===== config.mk =====
export PLATFORM = sky130hd
export DESIGN_NAME = ram_dump_uart
export DESIGN_NICKNAME = d
export VERILOG_FILES = /design/src/rtl/ram_dump_uart.sv
export SDC_FILE = /design/constraint.sdc
export NUM_CORES = 1
export LEC_CHECK = 0
export CAP_MARGIN = 20
export CORE_MARGIN = 3
export CORE_UTILIZATION = 45
export CTS_BUF_LIST = sky130_fd_sc_hd__clkbuf_8
export DETAILED_ROUTE_END_ITERATION = 16
export DONT_BUFFER_PORTS = 1
export GPL_ROUTABILITY_DRIVEN = 1
export SETUP_SLACK_MARGIN = 0.1
export SYNTH_ARGS = -nofsm -noshare
export SYNTH_HDL_FRONTEND = slang
export SYNTH_SLANG_ARGS = --single-unit

===== constraint.sdc =====
create_clock -name clk -period 2.1 [get_ports clk]
set_input_delay 0.21 -clock clk [delete_from_list [all_inputs] [get_ports clk]]
set_output_delay 0.21 -clock clk [all_outputs]
set_load 0.01 [all_outputs]

===== src/rtl/ram_dump_uart.sv =====
// Reads RAM words 0..2**ADDR_WIDTH-1 while the CPU is halted and sends each one as an 8N1 UART frame.
// Optional macro RAM_DUMP_CHECKSUM_EN appends one frame carrying the mod-2**DATA_WIDTH sum of the dumped words.
module ram_dump_uart #(
   parameter int CLK_DIV    = 234,
   parameter int ADDR_WIDTH = 4,
   parameter int DATA_WIDTH = 8
) (
   input  logic                  clk,
   input  logic                  rst_n,
   input  logic                  start,
   input  logic                  cpu_halted,
   output logic [ADDR_WIDTH-1:0] ram_addr,
   output logic                  ram_rd_en,
   input  logic [DATA_WIDTH-1:0] ram_data,
   output logic                  tx,
   output logic                  busy,
   output logic                  done
);

   localparam int CW = (CLK_DIV > 1) ? $clog2(CLK_DIV) : 1;
   localparam int BW = (DATA_WIDTH > 1) ? $clog2(DATA_WIDTH) : 1;
   localparam logic [CW-1:0]         CNT_MAX  = CW'(CLK_DIV - 1);
   localparam logic [BW-1:0]         BIT_MAX  = BW'(DATA_WIDTH - 1);
   localparam logic [ADDR_WIDTH-1:0] ADDR_MAX = '1;

   typedef enum logic [2:0] {
      S_IDLE,
      S_READ,
      S_WAIT,
      S_START,
      S_DATA,
      S_STOP,
      S_DONE
   } state_e;

   state_e                  state_q, state_d;
   logic [CW-1:0]           cnt_q, cnt_d;
   logic [BW-1:0]           bit_q, bit_d;
   logic [DATA_WIDTH-1:0]   shift_q, shift_d;
   logic [ADDR_WIDTH-1:0]   addr_q, addr_d;
   logic                    tx_q, tx_d;
   logic                    baud_end;

`ifdef RAM_DUMP_CHECKSUM_EN
   logic [DATA_WIDTH-1:0]   sum_q, sum_d;
   logic                    chk_q, chk_d;
`endif

   assign baud_end = (cnt_q == CNT_MAX);

   always_ff @(posedge clk or negedge rst_n) begin
      if (!rst_n) begin
         state_q <= S_IDLE;
         cnt_q   <= '0;
         bit_q   <= '0;
         shift_q <= '0;
         addr_q  <= '0;
         tx_q    <= 1'b1;
`ifdef RAM_DUMP_CHECKSUM_EN
         sum_q   <= '0;
         chk_q   <= 1'b0;
`endif
      end else begin
         state_q <= state_d;
         cnt_q   <= cnt_d;
         bit_q   <= bit_d;
         shift_q <= shift_d;
         addr_q  <= addr_d;
         tx_q    <= tx_d;
`ifdef RAM_DUMP_CHECKSUM_EN
         sum_q   <= sum_d;
         chk_q   <= chk_d;
`endif
      end
   end

   always_comb begin
      state_d = state_q;
      cnt_d   = cnt_q;
      bit_d   = bit_q;
      shift_d = shift_q;
      addr_d  = addr_q;
`ifdef RAM_DUMP_CHECKSUM_EN
      sum_d   = sum_q;
      chk_d   = chk_q;
`endif
      case (state_q)
         S_IDLE: begin
            if (start && cpu_halted) begin
               state_d = S_READ;
               addr_d  = '0;
`ifdef RAM_DUMP_CHECKSUM_EN
               sum_d   = '0;
               chk_d   = 1'b0;
`endif
            end
         end
         S_READ: state_d = S_WAIT;
         S_WAIT: begin
`ifdef RAM_DUMP_CHECKSUM_EN
            // the checksum frame reuses READ/WAIT for timing but loads the sum instead of RAM data
            if (chk_q) begin
               shift_d = sum_q;
            end else begin
               shift_d = ram_data;
               sum_d   = sum_q + ram_data;
            end
`else
            shift_d = ram_data;
`endif
            cnt_d   = '0;
            state_d = S_START;
         end
         S_START: begin
            if (baud_end) begin
               cnt_d   = '0;
               bit_d   = '0;
               state_d = S_DATA;
            end else begin
               cnt_d = cnt_q + 1'b1;
            end
         end
         S_DATA: begin
            if (baud_end) begin
               cnt_d   = '0;
               shift_d = shift_q >> 1;
               if (bit_q == BIT_MAX) begin
                  state_d = S_STOP;
               end else begin
                  bit_d = bit_q + 1'b1;
               end
            end else begin
               cnt_d = cnt_q + 1'b1;
            end
         end
         S_STOP: begin
            if (baud_end) begin
               cnt_d = '0;
`ifdef RAM_DUMP_CHECKSUM_EN
               if (chk_q) begin
                  state_d = S_DONE;
               end else if (addr_q == ADDR_MAX) begin
                  chk_d   = 1'b1;
                  state_d = S_READ;
               end else begin
                  addr_d  = addr_q + 1'b1;
                  state_d = S_READ;
               end
`else
               if (addr_q == ADDR_MAX) begin
                  state_d = S_DONE;
               end else begin
                  addr_d  = addr_q + 1'b1;
                  state_d = S_READ;
               end
`endif
            end else begin
               cnt_d = cnt_q + 1'b1;
            end
         end
         S_DONE:  state_d = S_IDLE;
         default: state_d = S_IDLE;
      endcase
   end

   // tx is registered from the current state, so the line lags the state by one cycle
   always_comb begin
      tx_d      = 1'b1;
      busy      = 1'b0;
      done      = 1'b0;
      ram_rd_en = 1'b0;
      case (state_q)
         S_READ: begin
            busy      = 1'b1;
`ifdef RAM_DUMP_CHECKSUM_EN
            ram_rd_en = !chk_q;
`else
            ram_rd_en = 1'b1;
`endif
         end
         S_WAIT:  busy = 1'b1;
         S_START: begin
            busy = 1'b1;
            tx_d = 1'b0;
         end
         S_DATA: begin
            busy = 1'b1;
            tx_d = shift_q[0];
         end
         S_STOP:  busy = 1'b1;
         S_DONE:  done = 1'b1;
         default: ;
      endcase
   end

   assign tx       = tx_q;
   assign ram_addr = addr_q;

endmodule


* Word-level counts from Yosys, hierarchy flattened
Cells that the tools add are included.
Storage, ports and cells: logic and storage cells 60, bits in registers 27, bits of input ports 12
Operators by class: add/sub/neg operators 3, equal/unequal tests 16, reductions and logical operators 12, multiplexer cells 23
Operator list (count):
- $pmux 8 s2 | 2
- $mux 3 | 9
- $pmux 3 s6 | 1
- $mux 8 | 2
- $ne 2x2->1 const B | 7
- $eq 3x3->1 const B | 4
- $mux 4 | 3
- $add 8x1->8 const B | 1
- $eq 8x8->1 const B | 1
- $pmux 4 s2 | 1
- $reduce_and 4->1 | 2
- $reduce_bool 2->1 | 4
- $eq 3x2->1 const B | 2
- $pmux 3 s2 | 1
- $reduce_and 5->1 | 1
- $reduce_or 5->1 | 1
- $add 4x1->4 const B | 1
- $eq 4x4->1 const B | 1
- $add 3x1->3 const B | 1
- $eq 3x1->1 const B | 1
- $logic_not 3->1 | 1
- $mux 1 | 3
- $reduce_or 3->1 | 1
- $pmux 1 s2 | 1
- other kinds (2) | 2

* Logic depth before layout (Yosys ltp)
word-level depth 4, mapped depth 8, gate-level depth less buffers 6

* Worst setup path after synthesis
Ideal clock, no wire load.
path kind register to register, start point register cnt_q[0], end point register state_q[0], setup time 0.131 ns, data arrival time 1.434 ns, buffers on the path 1, cell stages (with the launch flop) 7, slack 0.535 ns, data required time 1.969 ns, cell sequence dfrtp_1 ha_1 and3b_1 buf_6 a22oi_4 a2111oi_2 or3_1
On the way: longest elaborated chain between the ends 3, elaborated cells between the ends (all ways) 5, those cells by class eq/ne: 4; reduce/logical: 1
Ends and longest elaborated chain:
- from (decl) | line 37 | logic [CW-1:0] cnt_q, cnt_d;
- from (signal assigned) | line 65 | cnt_q <= cnt_d;
- $eq 8x8->1 * | line 49 | assign baud_end = (cnt_q == CNT_MAX);
- $ne 2x2->1 (no source line)
- $reduce_and 5->1 (no source line) *
- to (signal assigned) | line 64 | state_q <= state_d;
- to (decl) | line 36 | state_e state_q, state_d;
Mark *: on every way between the ends. The rest lies on a longest branch, timed or not. A chain may end at the register's enable or synchronous reset.

* Worst setup path after layout
start point register cnt_q[1], end point register state_q[0]
The elaborated chain is that of the path after synthesis.

==> impl_results.md <==
- DRC: 0
- Main combinational cell family by area after synthesis: simple AND/OR/NAND/NOR gates
- Global-route usage over all layers: 0.152
- Xor/xnor share of the synthesized area: 0.0164
- Asr flop ratio synth: 1.00
- Post-synthesis compound-gate area fraction: 0.171
- Status: completed
- Global Route met2 Usage: 0.253
- Wire per inst: 14.0 um
- # port buffers: 0
- Yosys warning total: 0
- Die Span Y: 65.8 um
- Initial antenna violation count: 0
- Post-Syn Instances: 162
- Yosys top cell area share: 0.405
- Core ar.: 3390 um2
- Clock share of power: 0.334
- Post-synthesis mux area share: 0.0631
- Clock root buffer: clkbuf_8
- Number of setup buffers added after CTS: 0
- NumNets Final: approximately 180
- Synth Cell Area: approximately 1600 um2
- I/O pin count: 20
- Fin. Hold Viols: 0
- Finished Cell Area: 1690 um2
- Vias per Instance: ~5.6
- Slew of the pin with the lowest slew margin: roughly 540 ps
- Area grow syn2layout: 5.30%
- Detailed Place HPWL: 2.13 mm
- Global-route wire length before repair: slightly above 5 mm
- Initial Utilization: 0.474
- Seq pwr share: 0.633
- Multi-input gate area in the final layout: between 800 and 900 um2
- Share of post-route cells with drive strength above 1: 0.130
- Simple-gate share of the synthesized area: 0.224
- P per Cell Area: 496 nW/um2
- Internal power: 669 uW
- RR Startpoint: cnt_q[1]$_DFFE_PN0P_
- Num rows: 21
- Dpl ws: 282 ps
- GR Util met3: 0.0410
- Worst-Skew Late Latency: roughly 270 ps
- #FFs+latches synth: 27
- Crit. End Element: flip-flop
- Die ar.: approximately 4300 um2
- Reg-to-reg endpoint: state_q[0]$_DFFE_PN0P_
- Post-route core utilization: 0.499
- Comb pwr share: 0.032
- Global route total overflow: 0
- Top Usage Layer GRT: met2
- Max-slew violation count: 0
- Post-synthesis adder-cell area fraction: 0.0389
- End point of the critical path: state_q[0]$_DFFE_PN0P_
- Die Width: 65.8 um
- Antenna diodes: 0
- TNS Setup: 0 ps
- CTS clk-pin slew, worst paths: 90 ps
- Worst slew margin: 0.639
- Vias in the first global route: 1131
- Max H-tree Level: 1
- Largest stage delay on the critical path: 410 ps
- First-pass DRT Iterations: 4
- Clk buf depth: 2
- Reg2reg path depth: 6
- Post-synth EDFFs: 0
- Worst VDD drop: between 300 and 400 uV
- Seq/Total Area, Yosys: 0.421
- Clock Skew: 2.60 ps
- Register area: 677 um2
- Syn_nets: approximately 180
- Fill cells: between 200 and 300
- CTS Hold Buffers Added: 2
- CTS tree: built
- Setup ws final: 278 ps
- Top cells by area, synth: dfrtp_1 40%, mux2i_1 5.6%, nand2_1 5.1%, ha_1 3.9%, o21ai_0 3.4%
- Sw Ratio: 0.203
- Post-cts sizing count: 0
- HP Class: in -> reg
- Tmin final: 1820 ps
- Global Route met1 Usage: 0.188
- Cts bufs inserted: 3
- Dpl cell area: between 1500 and 2000 um2
- Clock Sinks: 27
- GPL Wtd Cong: 0.854
- Avg Cell Area, Syn: roughly 10 um2
- Crit-path cells: inv_1 -> ha_1 -> and3b_1 -> a22oi_4 -> a32o_1 -> or3_1
- Most area-hungry cell type in the Yosys netlist: dfrtp_1
- Switch Pwr: 170 uW
- Worst setup SP type: flip-flop
- Largest net degree at the start of global routing: 28
- Max Cap Viol: 0
- Req. time, crit path: 2250 ps
- # setup viols final: 0
- RSZ-0062 raised after global routing: false
- Detail Route Antenna Nets: 0
- Hold WS: ~140 ps
- Crit share post-route: 0.868
- Most frequent cells in the layout: 26 x dfrtp_1, 22 x nand2_1, 11 x o21ai_0
- R2R setup slack: 280 ps
- Final WL: 2.91 mm
- Initial DRC count: 50
- Ys flop type: dfrtp_1
- Crit path from: cnt_q[1]$_DFFE_PN0P_
- Setup Crit Path Kind: reg -> reg
- Worst path arrival time: 1980 ps
- Via count: 1162
- Leak: 0.000719 uW
- Post-synth cell types: 47
- Max frequency: 549 MHz
- CP max stage cell: dfrtp_1
- CP max FO: 14
- Most common cell after layout, fill and taps aside: dfrtp_1
==> worst max-delay path, delay by kind of cell (launching register included) <==
family,cells,cell delay (ps)
AND/OR/NAND/NOR,2,650
buffers and inverters,1,80
AO/OA/AOI/OAI,2,430
adder cells (fa/ha/maj),1,130
flip-flops,1,410
==> metrics by stage <==
| stage | total power (uW) | std cells |
|---|---|---|
| final | 839 | 207 |
| after global routing | 888 | 207 |
| after CTS | 856 | 207 |
| after detailed placement | 554 | 201 |
| after global placement | 553 | 201 |
| after floorplan | 551 | 162 |
==> synthesized netlist by cell type (all sizes together) (2+ instances only) <==
| library cell | count |
|---|---|
| buf | 12 |
| nand4b | 2 |
| a41oi | 2 |
| nor3 | 3 |
| nand4 | 2 |
| and3b | 3 |
| nor2 | 4 |
| nor2b | 2 |
| ha | 5 |
| a32o | 3 |
| and2 | 2 |
| or3 | 2 |
| dfrtp | 26 |
| xnor2 | 2 |
| nor3b | 3 |
| mux2i | 9 |
| nor4b | 2 |
| o21ai | 14 |
| a31oi | 4 |
| o22ai | 2 |
| nand2 | 23 |
| a21oi | 6 |
| nand3b | 3 |
| nand3 | 7 |
| and3 | 3 |
| inv | 4 |
==> worst min-delay path by stage <==
stage	start	endpoint	slack, ps	cells after the start
after global routing	ram_data[3]	shift_q[3]$_DFFE_PN0P_	140	2
after global placement	rst_n	state_q[1]$_DFFE_PN0P_	-80	0
after detailed placement	rst_n	state_q[1]$_DFFE_PN0P_	-80	0
final	ram_data[3]	shift_q[3]$_DFFE_PN0P_	140	2
after floorplan	rst_n	bit_q[0]$_DFFE_PN0P_	-90	0
after CTS	ram_data[3]	shift_q[3]$_DFFE_PN0P_	140	2
==> power by group through the flow <==
stage                     Combinational [uW]  Sequential, uW  Clock (uW)
after floorplan                         10.3             541           0
after global placement                  11.4             542           0
after detailed placement                12.1             542           0
after CTS                               28.6             532         295
after global routing                    32.2             533         323
final                                   27.2             531         281
==> area by class of cell <==
| class | count | area share |
|---|---|---|
| clock buffers | 3 | 0.0244 |
| clock inverters | 1 | 0.00222 |
| inverters | 4 | 0.00888 |
| multi-input cells | 119 | 0.490 |
| flip-flops and latches | 27 | 0.400 |
| well taps | 46 | 0.0340 |
| repair buffers | 7 | 0.0399 |
==> registers in the layout, summed over array words and instances (netlist names) <==
register,count
bit_q,3
cnt_q,8
ram_addr,4
shift_q,8
state_q,3
tx,1
==> kinds of logic (layout without fill, tap and decap cells) <==
| logic type | after synthesis | count (layout) |
|---|---|---|
| buffers and inverters | 16 | 15 |
| and+or+nand+nor | 63 | 63 |
| DFF | 27 | 27 |
| AOI/OAI and AO/OA | 38 | 38 |
| xor gates and xnor gates | 3 | 3 |
| adders and majority gates | 5 | 5 |
| muxes | 10 | 10 |
==> layer usage <==
layer / up-vias / wire length (um)
li1: 591 / -
met1: 547 / 1330
met2: 20 / 1450
met3: 4 / 106
met4: 0 / 25
met5: - / 0
Note: power is estimated with default switching activity, not from simulation.
